File: config.mk
export PLATFORM = sky130hd
export DESIGN_NAME = alu_issue_seq
export DESIGN_NICKNAME = d
export VERILOG_FILES = /design/src/rtl/alu_issue_seq.sv
export SDC_FILE = /design/constraint.sdc
export NUM_CORES = 1
export LEC_CHECK = 0
export BUFFER_PORTS_ARGS = -buffer_cell sky130_fd_sc_hd__buf_2
export CELL_PAD_IN_SITES_DETAIL_PLACEMENT = 1
export CELL_PAD_IN_SITES_GLOBAL_PLACEMENT = 1
export CORE_MARGIN = 2
export CORE_UTILIZATION = 47
export DETAILED_ROUTE_END_ITERATION = 8
export PLACE_DENSITY = 0.89
export REMOVE_ABC_BUFFERS = 1
export SETUP_SLACK_MARGIN = 0.1
export SLEW_MARGIN = 10
export SYNTH_ARGS = -nofsm -noshare
export SYNTH_HDL_FRONTEND = slang
export SYNTH_SLANG_ARGS = --single-unit
File: constraint.sdc
create_clock -name clk -period 3.8 [get_ports clk]
set_clock_uncertainty 0.15 [all_clocks]
set_input_delay 0 -clock clk [delete_from_list [all_inputs] [get_ports clk]]
set_output_delay 0 -clock clk [all_outputs]
set_load 0.01 [all_outputs]
File: src/rtl/alu_issue_seq.sv
// Issue/writeback sequencer in front of the 18-bit ALU: 8x18 register file,
// operand/ctrl registers toward the ALU, writeback and status-flag latching.
module alu_issue_seq #(
    parameter int DW   = 18,
    parameter int NREG = 8,
    localparam int AW  = $clog2(NREG)
) (
    input  logic          clk,
    input  logic          rst_n,
    input  logic          instr_valid,
    output logic          instr_ready,
    input  logic [3:0]    instr_op,
    input  logic [AW-1:0] instr_rd,
    input  logic [AW-1:0] instr_ra,
    input  logic [AW-1:0] instr_rb,
    input  logic [DW-1:0] instr_imm,
    output logic [DW-1:0] alu_a,
    output logic [DW-1:0] alu_b,
    output logic [3:0]    alu_ctrl,
    input  logic [DW-1:0] alu_result,
    input  logic          alu_n,
    input  logic          alu_z,
    input  logic          alu_ovf,
    input  logic          alu_agtb,
    output logic          done,
    output logic          flag_n,
    output logic          flag_z,
    output logic          flag_ovf,
    output logic          flag_agtb,
    output logic          flag_dz,
    input  logic [AW-1:0] dbg_addr,
    output logic [DW-1:0] dbg_data
);

    typedef enum logic [1:0] {S_IDLE, S_ISSUE, S_WB} state_t;

    state_t        r_state;
    state_t        w_next;
    logic [DW-1:0] r_rf [NREG];
    logic [AW-1:0] r_rd;
    logic [DW-1:0] r_imm;
    logic          r_ldi;
    logic          r_dz;

    logic          w_accept;
    logic [DW-1:0] w_opa;
    logic [DW-1:0] w_opb;
    logic          w_ldi;
    logic          w_dz;

    assign instr_ready = (r_state == S_IDLE);
    assign done        = (r_state == S_WB);
    assign w_accept    = instr_valid && instr_ready;
    assign w_opa       = r_rf[instr_ra];
    assign w_opb       = r_rf[instr_rb];
    assign w_ldi       = (instr_op == 4'hF);
    // Divide/modulo by zero is resolved here so the ALU never sees it.
    assign w_dz        = ((instr_op == 4'h3) || (instr_op == 4'h4)) && (w_opb == '0);
    assign dbg_data    = r_rf[dbg_addr];

    always_ff @(posedge clk or negedge rst_n) begin
        if (!rst_n) r_state <= S_IDLE;
        else        r_state <= w_next;
    end

    always_comb begin
        w_next = r_state;
        case (r_state)
            S_IDLE:  if (w_accept) w_next = (w_ldi || w_dz) ? S_WB : S_ISSUE;
            S_ISSUE: w_next = S_WB;
            S_WB:    w_next = S_IDLE;
            default: w_next = S_IDLE;
        endcase
    end

    always_ff @(posedge clk or negedge rst_n) begin
        if (!rst_n) begin
            for (int i = 0; i < NREG; i++) r_rf[i] <= '0;
            r_rd      <= '0;
            r_imm     <= '0;
            r_ldi     <= 1'b0;
            r_dz      <= 1'b0;
            alu_a     <= '0;
            alu_b     <= '0;
            alu_ctrl  <= '0;
            flag_n    <= 1'b0;
            flag_z    <= 1'b0;
            flag_ovf  <= 1'b0;
            flag_agtb <= 1'b0;
            flag_dz   <= 1'b0;
        end else begin
            if (w_accept) begin
                r_rd  <= instr_rd;
                r_imm <= instr_imm;
                r_ldi <= w_ldi;
                r_dz  <= w_dz;
                // Operands only move for real ALU work; they stay put through ISSUE/WB.
                if (!w_ldi && !w_dz) begin
                    alu_a    <= w_opa;
                    alu_b    <= w_opb;
                    alu_ctrl <= instr_op;
                end
            end
            if (r_state == S_WB) begin
                if (r_ldi) begin
                    r_rf[r_rd] <= r_imm;
                end else if (r_dz) begin
                    r_rf[r_rd] <= '0;
                    flag_n     <= 1'b0;
                    flag_z     <= 1'b1;
                    flag_ovf   <= 1'b0;
                    flag_dz    <= 1'b1;
                end else begin
                    r_rf[r_rd] <= alu_result;
                    flag_n     <= alu_n;
                    flag_z     <= alu_z;
                    flag_ovf   <= alu_ovf;
                    flag_agtb  <= alu_agtb;
                    flag_dz    <= 1'b0;
                end
            end
        end
    end

endmodule

==> results of run 1 <==
-- sequential cells by signal, indices dropped and copies added (netlist names), 2 cells and up --
signal    count
r_state       2
r_rd          3
r_imm        18
alu_a        18
alu_ctrl      4
alu_b        18
r_rf        144
-- power by group through the flow --
stage	Combinational, W	Sequential, W	Clock, W
final	0.00368	0.00447	0.00246
after global routing	0.00397	0.00455	0.00256
after CTS	0.00366	0.00438	0.00246
after detailed placement	0.00353	0.00437	0
after global placement	0.00330	0.00421	0
after floorplan	0.00235	0.00405	0
-- worst max path at each step --
stage | startpoint | end | slack [ns] | cells past startpoint
floorplan | r_state[0]$_DFFE_PN0P_ | r_rf[72]$_DFFE_PN0P_ | 0.51 | 6
global placement | instr_rb[2] | alu_a[15]$_DFFE_PN0P_ | 0.47 | 8
detailed placement | instr_rb[2] | alu_a[15]$_DFFE_PN0P_ | 0.33 | 8
CTS | r_rf[17]$_DFFE_PN0P_ | alu_a[9]$_DFFE_PN0P_ | 0.44 | 7
global route | r_rf[17]$_DFFE_PN0P_ | r_state[1]$_DFFE_PN0P_ | 0.25 | 7
finish | r_rf[17]$_DFFE_PN0P_ | alu_b[2]$_DFFE_PN0P_ | 0.30 | 7
-- cell families (layout without fill, tap and decap cells) --
kind of cell,count (synthesis),count (layout)
flip-flops,214,214
AND/OR/NAND/NOR,199,199
buffers and inverters,74,249
multiplexers,226,226
AO/OA/AOI/OAI,196,196
-- worst max-delay path: cells and delay by family, from the launching register on --
kind | cells | cell delay, ns
buffers and inverters | 1 | 0.27
and+or+nand+nor | 2 | 0.87
muxes | 3 | 1.17
AOI/OAI and AO/OA | 1 | 0.41
DFF | 1 | 0.47
-- Yosys cell counts, types with 9 or more instances --
library cell,count
mux2_2,81
clkbuf_1,50
a21oi_1,74
a22oi_1,17
a221oi_1,9
nand2_1,88
mux2_4,28
o21ai_0,78
mux2i_1,26
nor2_1,89
mux4_2,86
dfrtp_1,214
o22ai_1,9
-- cells in the final DEF, fill, tap and decap left out, types with 2 or more instances in the layout --
cell	Yosys	layout
a22oi_1	17	17
dlygate4sd3_1	0	51
nand4bb_1	2	2
a21oi_1	74	74
buf_12	3	3
buf_4	0	23
nor2_1	89	87
inv_1	4	4
clkbuf_8	0	10
a221oi_1	9	9
nand3b_1	2	2
mux2_2	81	81
buf_2	6	122
mux4_2	86	86
nor2_2	1	3
mux2_4	28	28
a21o_1	6	6
clkbuf_1	50	3
dfrtp_1	214	214
o22ai_1	9	9
nor3b_2	0	2
clkbuf_16	0	25
nand2b_1	5	5
o21ai_0	78	78
mux2i_1	26	26
nand2_1	88	88
clkinv_2	0	5
mux4_1	4	4
-- metal layers --
metal,wire length [um],up-vias,track usage [%]
met2,19500,499,53.1
li1,-,3692,-
met1,14400,4716,38.0
met3,2780,162,4.95
met5,0,-,0
met4,2120,0,14.7
-- area by class of cell --
class | instances | area, um^2 | area share (%)
Sequential cell | 214 | 5360 | 39.5
Clock buffer | 37 | 761 | 5.61
Multi-Input combinational cell | 621 | 5600 | 41.2
Timing Repair Buffer | 200 | 1370 | 10.1
Tap cell | 319 | 399 | 2.94
Clock inverter | 7 | 66.3 | 0.489
Inverter | 5 | 23.8 | 0.175
-- per-stage QoR --
stage	instances	power [W]	area (um^2)
after floorplan	840	0.00640	10900
after global placement	1308	0.00751	12200
after detailed placement	1308	0.00790	12200
after CTS	1403	0.0105	13600
after global routing	1403	0.0111	13600
final	1403	0.0106	13600
==> metrics list, run 1 <==
- Yosys mapped a number of flops with a built-in enable equal to 0.
* Number of warning messages in the yosys log: 0
- Before CTS, the worst setup slack after placement is 0.325 ns.
* Sequential element share of the synthesized area: 47.4%
- The critical path in this run is classified as reg -> reg.
- Compound-cell area share of the yosys netlist: under 10%
* Static leakage: 5.69 nW
- After routing, the total negative slack on setup checks comes to 0 ns.
- Sw power: 0.00387 W
- In this run the biggest area consumer among cell types represents 47.4% of the synthesized area.
- In the synthesized netlist the dominant register cell turns out to be dfrtp_1.
- After the first detailed-routing iteration, the DRC count stood at 632.
* Maximum number of buffers from clock root to sink: 3
- By area the synthesized netlist is led by dfrtp_1 47%, mux4_2 17%, mux2_2 8.1%, mux2_4 3.7%, o21ai_0 3.5%.
- Once the floorplan was initialized, standard cells occupied between 40% and 50% of the core.
* Number of distinct standard cells referenced by the synthesized netlist: 38
* Highest fanout seen on the critical path: 33
* Crit path DAT: 3.77 ns
* Synthesized cell area: ~11000 um^2
* Combinational Power Share: 34.7%
- VDD IR-drop max: 0.000433 V
* Routed wirelength normalized by instance count: 27.6 um
- The final reports fail on hold timing.
- Multiplexer share of the synthesized area: around 32%
* Flip-flop and latch count after synthesis: around 210
* Setup slack on the worst flop-to-flop path: about 0.30 ns
- Power density normalized to cell area: 782 nW/um^2
* Post-synthesis cell count: 909
- For the worst flop-to-flop path, the logic depth is 7.
* Number of max-capacitance violations reported: 0
- Detailed routing inserted a total of 9069 vias.
- The startpoint identified for the worst register-to-register timing path is r_rf[17]$_DFFE_PN0P_.
* Global router's overall resource usage: 30.8%
- Part of the total power dissipated in the clock network: 23.2%
- Summed over all nets, the half-perimeter wirelength after detailed placement is roughly 23000 um.
* Worst-path cell chain: mux4_2, mux2i_1, or4b_1, nor4_2, a21o_1, inv_6, mux2_4
- Total inserted antenna cells: 0
- Measured along the y axis, the die boundary spans 159 um.
- The first global-routing pass estimated 60300 um of wire.
- CTS built an H-tree with a depth of 1.
- After Yosys synthesis, XOR and XNOR cells account for 0% of the synthesized area.
* Async S/R FF share, synth: 100%
- In this run the remaining antenna-violating nets after routing total 0.
- Std-Cell Rows: 56
* Flop pwr share: 42.1%
- Core Util, Final: 57.6%
- The post-route netlist has 36.3% of its cells at a drive strength greater than 1.
- The clock reaches the later pin of the worst-skew pair after 0.54 ns.
- Setup repair after global routing left no endpoint under its margin.
- The largest single stage delay on the critical path is 0.53 ns.
- The number of hold violations in the final report came to 15.
- WHS: -0.0177 ns
* Clk slew on worst S/H paths: 0.06 ns
* Layout net count: 1126
- Total Routed Length: ~39000 um
- Filler cell count: 2404
- Number of antenna violations at the first check in global routing: 0
- The run finished, with violations left.
- For this design, the CTS-stage hold fixing added 51 buffers.
- Total global routing overflow: 0
- Library cell used as clock root buffer: clkbuf_16
- Detailed-router iteration count before antenna repair: 5
* Final setup violating endpoints: 0
* Worst Tran Pin Value: approximately 1.1 ns
- The endpoint identified for the worst register-to-register timing path is alu_b[2]$_DFFE_PN0P_.
- The worst setup path is captured at a register.
* Syn avg cell area: 12.4 um^2
- CTS tree: yes
* Clk sink count: approximately 210
* Max-slew headroom at the worst pin: 27.2%
* Slowest cell on crit path: mux4_2
- Count of input and output buffers: 123
- The final critical path takes up a little over 90% of the cycle.
- Peak Freq: about 0.29 GHz
* CORE AREA: around 24000 um^2
- Largest area contributor in the synthesized netlist: dfrtp_1
- Counting the buffers created by CTS gives 25.
- Of the total synthesized cell area, the portion taken by full adders, half adders and majority gates is 0%.
* DRC viols: 0
- For the finished layout, the period the worst path requires is about 3.5 ns.
- The synthesized netlist devotes 7.33% of its cell area to simple gates.
- Via count of the first global-routing pass: 9975
- Maximum number of pins on one net before global-route repair: 100
* Cell-internal power: a little under 0.007 W
- DIE AREA: 25300 um^2
- In this run the horizontal extent of the chip is 159 um.
- Buffer count from post-CTS setup fixing: 0
- The worst setup path is launched from a register.
- In the post-route analysis, the smallest setup slack over all paths is between 0.2 and 0.3 ns.
- The max-slew violation count was 0.
- Syn-to-layout area delta: 20.0%
- During I/O placement, the number of pins put on the boundary was 124.
- The min-delay analysis places its worst path in the category in -> async.
- The congestion estimate from routability-driven global placement came to 0.815.
- Dominant combinational cell family by area after synthesis: multiplexers
- Required time at the worst-slack endpoint: slightly above 4 ns
- Via density per instance: about 6.5
* Switching part of the total power: about 36%
- Once the clock tree was built, the resizer swapped 0 gates to a different size.
No activity file was read; power rests on OpenSTA's default activity.
==> inputs of run 2 (changes only) <==
- REMOVE_ABC_BUFFERS: 1 -> unset
- SKIP_CTS_REPAIR_TIMING: unset -> 1
==> metrics list, run 2 (synthesis gave the netlist of run 1 again) <==
- The number of hold violations in the final report is 0 (was 15).
- The reg-to-reg setup timing slack is 0.37 ns (was 0.30 ns).
* Met2 Wirelength: 19000 um (was 19500 um)
* Std-Cell Rows: 56 (unchanged)
- Clk slew on worst S/H paths: 0.07 ns (was 0.06 ns)
- Fraction of layout instances using a drive strength above 1: 35.1% (was 36.3%)
- The layout-stage area growth over the synthesis result was 19.0% (was 20.0%).
- Clock insertion delay at the later pin of the skew report: 0.53 ns (was 0.54 ns)
* Boundary Pins: 124 (unchanged)
- Worst min-delay path class: in -> reg (was in -> async)
* CORE AREA: 23500 um^2 (unchanged)
* Setup Total Neg Slack: 0 ns (unchanged)
- The number of design-rule violations left by the first detailed-router iteration was 834 (was 632).
- Die extent in x: 159 um (unchanged)
- The initial antenna violation count came to 1 (was 0).
- The worst-case hold slack is 0.00672 ns (was -0.0177 ns).
- Sum of net half-perimeters after detailed placement: 23600 um (was 23400 um)
- Vertical die dimension: 159 um (unchanged)
- The number of buffers added by the clock tree synthesis step came to 24 (was 25).
- Clock period minus worst slack: 3.43 ns (was 3.50 ns)
- Final setup violating endpoints: 0 (unchanged)
- Post-route ant nets: 0 (unchanged)
- The cell count of the worst reg-to-reg path is 7 (unchanged).
* Hold Crit Start: instr_rb[0]
* Crit path DAT: 3.73 ns (was 3.77 ns)
* VDD IR-drop max: 0.000370 V (was 0.000433 V)
- The capture point of the worst reg-to-reg path is r_state[1]$_DFFE_PN0P_ (was alu_b[2]$_DFFE_PN0P_).
- The max-cap check violation count is 0 (unchanged).
- The clock sink total is 214 (unchanged).
- The period utilization was 90.2% (was 92.2%).
* Gp weighted congestion: 0.823 (was 0.815)
- Top reg by flops: r_rf (unchanged)
* Post-route cell area: 13400 um^2 (was 13600 um^2)
- RSZ-0062 raised after global routing: no (unchanged)
- The highest attainable clock frequency came to 0.292 GHz (was 0.285 GHz).
* Maximum number of pins on one net before global-route repair: 90 (was 100)
- Static leakage: 5.61 nW (was 5.69 nW)
- The total length of routed met3 wires is 3030 um (was 2780 um).
- DR top layer: met4 (unchanged)
- The total via count after detailed routing was 8839 (was 9069).
- Via density per instance: 6.34 (was 6.46)
* Result of the run: completed (was finished, violations left)
- Core Util, Final: 57.1% (was 57.6%)
- Via count of the first global-routing pass: 9274 (was 9975)
- The element type at the critical path start is a register (unchanged).
- For hold timing, the worst endpoint is alu_b[16]$_DFFE_PN0P_.
* Max-slew headroom at the worst pin: 22.3% (was 27.2%)
- The data required time of the worst path came to 4.11 ns (was 4.06 ns).
- Total global routing overflow: 0 (unchanged)
- The global-route wire length before repair came to 55600 um (was 60300 um).
* Beginning of the worst register-to-register path: r_rf[53]$_DFFE_PN0P_ (was r_rf[17]$_DFFE_PN0P_)
- Cell area after placement: 12200 um^2 (about the same)
- The critical setup path kind is reg -> reg (unchanged).
* Power density normalized to cell area: 773 nW/um^2 (was 782 nW/um^2)
* Starting density of the core: 48.0% (unchanged)
- CTS H-Tree Depth: 1 (unchanged)
- The number of port buffers came to 123 (unchanged).
* Layout net count: 1117 (was 1126)
- Counting instances, the worst hold path has a depth of 3.
- DRC viols: 0 (unchanged)
- The most common cell after layout, fill and taps aside was dfrtp_1 (unchanged).
- The endpoint kind of the worst setup timing path is a register (unchanged).
- The measured slew at the worst slew-check pin came to 1.17 ns (was 1.09 ns).
- Mapped Nets: 968
- Highest fanout seen on the critical path: 4 (was 33)
- The max-slew violation count is 0 (unchanged).
* Total Routed Length: 38200 um (was 38800 um)
- The number of flip-flops under the largest register name is 144 (unchanged).
* Sum of routed wire segments on met1: 14600 um (was 14400 um)
- The number of buffers on the longest clock path was 3 (unchanged).
- The cell at the root of the clock tree is clkbuf_16 (unchanged).
* Global router's overall resource usage: 28.5% (was 30.8%)
- The area of the die is 25300 um^2 (unchanged).
- The average wire per cell in the routed design came to 27.4 um (was 27.6 um).
- Detailed-router iteration count before antenna repair: 7 (was 5)
- The clock tree from TritonCTS is yes (unchanged).
- Top library cells by usage in the layout, fill and taps aside: 214 x dfrtp_1, 122 x buf_2, 88 x nand2_1, 88 x nor2_1, 86 x mux4_2 (was 214 x dfrtp_1, 122 x buf_2, 88 x nand2_1)
[run 2: changes by cell type in the layout (fill, tap and decap cells not counted), moves of 4 or more]
| cell | change |
|---|---|
| clkbuf_8 | -4 |
| clkbuf_1 | +7 |
| clkinv_2 | -4 |
| buf_4 | -7 |
[run 2: stage by stage]
| stage | std cells | power (W) | setup WS [ns] |
|---|---|---|---|
| after floorplan | 909 | 0.00649 | 1.05 |
| after global routing | 1394 | 0.0109 | 0.216 |
| after detailed placement | 1301 | 0.00790 | 0.515 |
| after global placement | 1301 | 0.00754 | 0.641 |
| after CTS | 1343 | 0.0103 | 0.674 |
| final | 1394 | 0.0104 | 0.374 |
[run 2: layout make-up]
cell class / instances / area (um^2)
clock inverter: 2 / 35.0
tap: 319 / 399
multi-input combinational: 621 / 5590
antenna: 1 / 2.50
sequential: 214 / 5360
timing repair buffer: 192 / 1310
inverter: 5 / 23.8
fill: 2430 / 10100
clock buffer: 40 / 732
[run 2: per-layer routing]
metal  vias to the layer above  global-route usage, %
li1                       3682                      -
met1                      4590                   37.7
met2                       456                   47.1
met3                       111                   5.68
met4                         0                   9.96
met5                         -                      0
[run 2: worst max path at each step]
stage / from / endpoint / slack (ns) / cells past startpoint
5_1_grt: r_rf[17]$_DFFE_PN0P_ / r_state[1]$_DFFE_PN0P_ / 0.22 / 7
6_report: r_rf[53]$_DFFE_PN0P_ / r_state[1]$_DFFE_PN0P_ / 0.37 / 7
2_1_floorplan: instr_rb[0] / alu_a[0]$_DFFE_PN0P_ / 1.05 / 11
3_5_place_dp: instr_rb[2] / alu_a[2]$_DFFE_PN0P_ / 0.52 / 9
4_1_cts: r_rf[17]$_DFFE_PN0P_ / alu_a[13]$_DFFE_PN0P_ / 0.67 / 7
3_3_place_gp: instr_rb[2] / alu_a[14]$_DFFE_PN0P_ / 0.64 / 9
[run 2: worst max-delay path, cell delays in order (launching register included)]
cell           delay (ns)
dfrtp_1              0.45
mux4_2               0.47
mux2i_1              0.32
or4b_1               0.51
nor4_2               0.29
nand2_1              0.27
a311oi_1             0.32
dlygate4sd3_1        0.59
[run 2: where the power goes]
group	leakage [nW]	switching, W	internal (W)	total [W]
Sequential	2.34	0.00116	0.00330	0.00446
Combinational	2.89	0.00164	0.00199	0.00363
Clock	0.374	0.000941	0.00137	0.00231
Total	5.61	0.00374	0.00666	0.0104
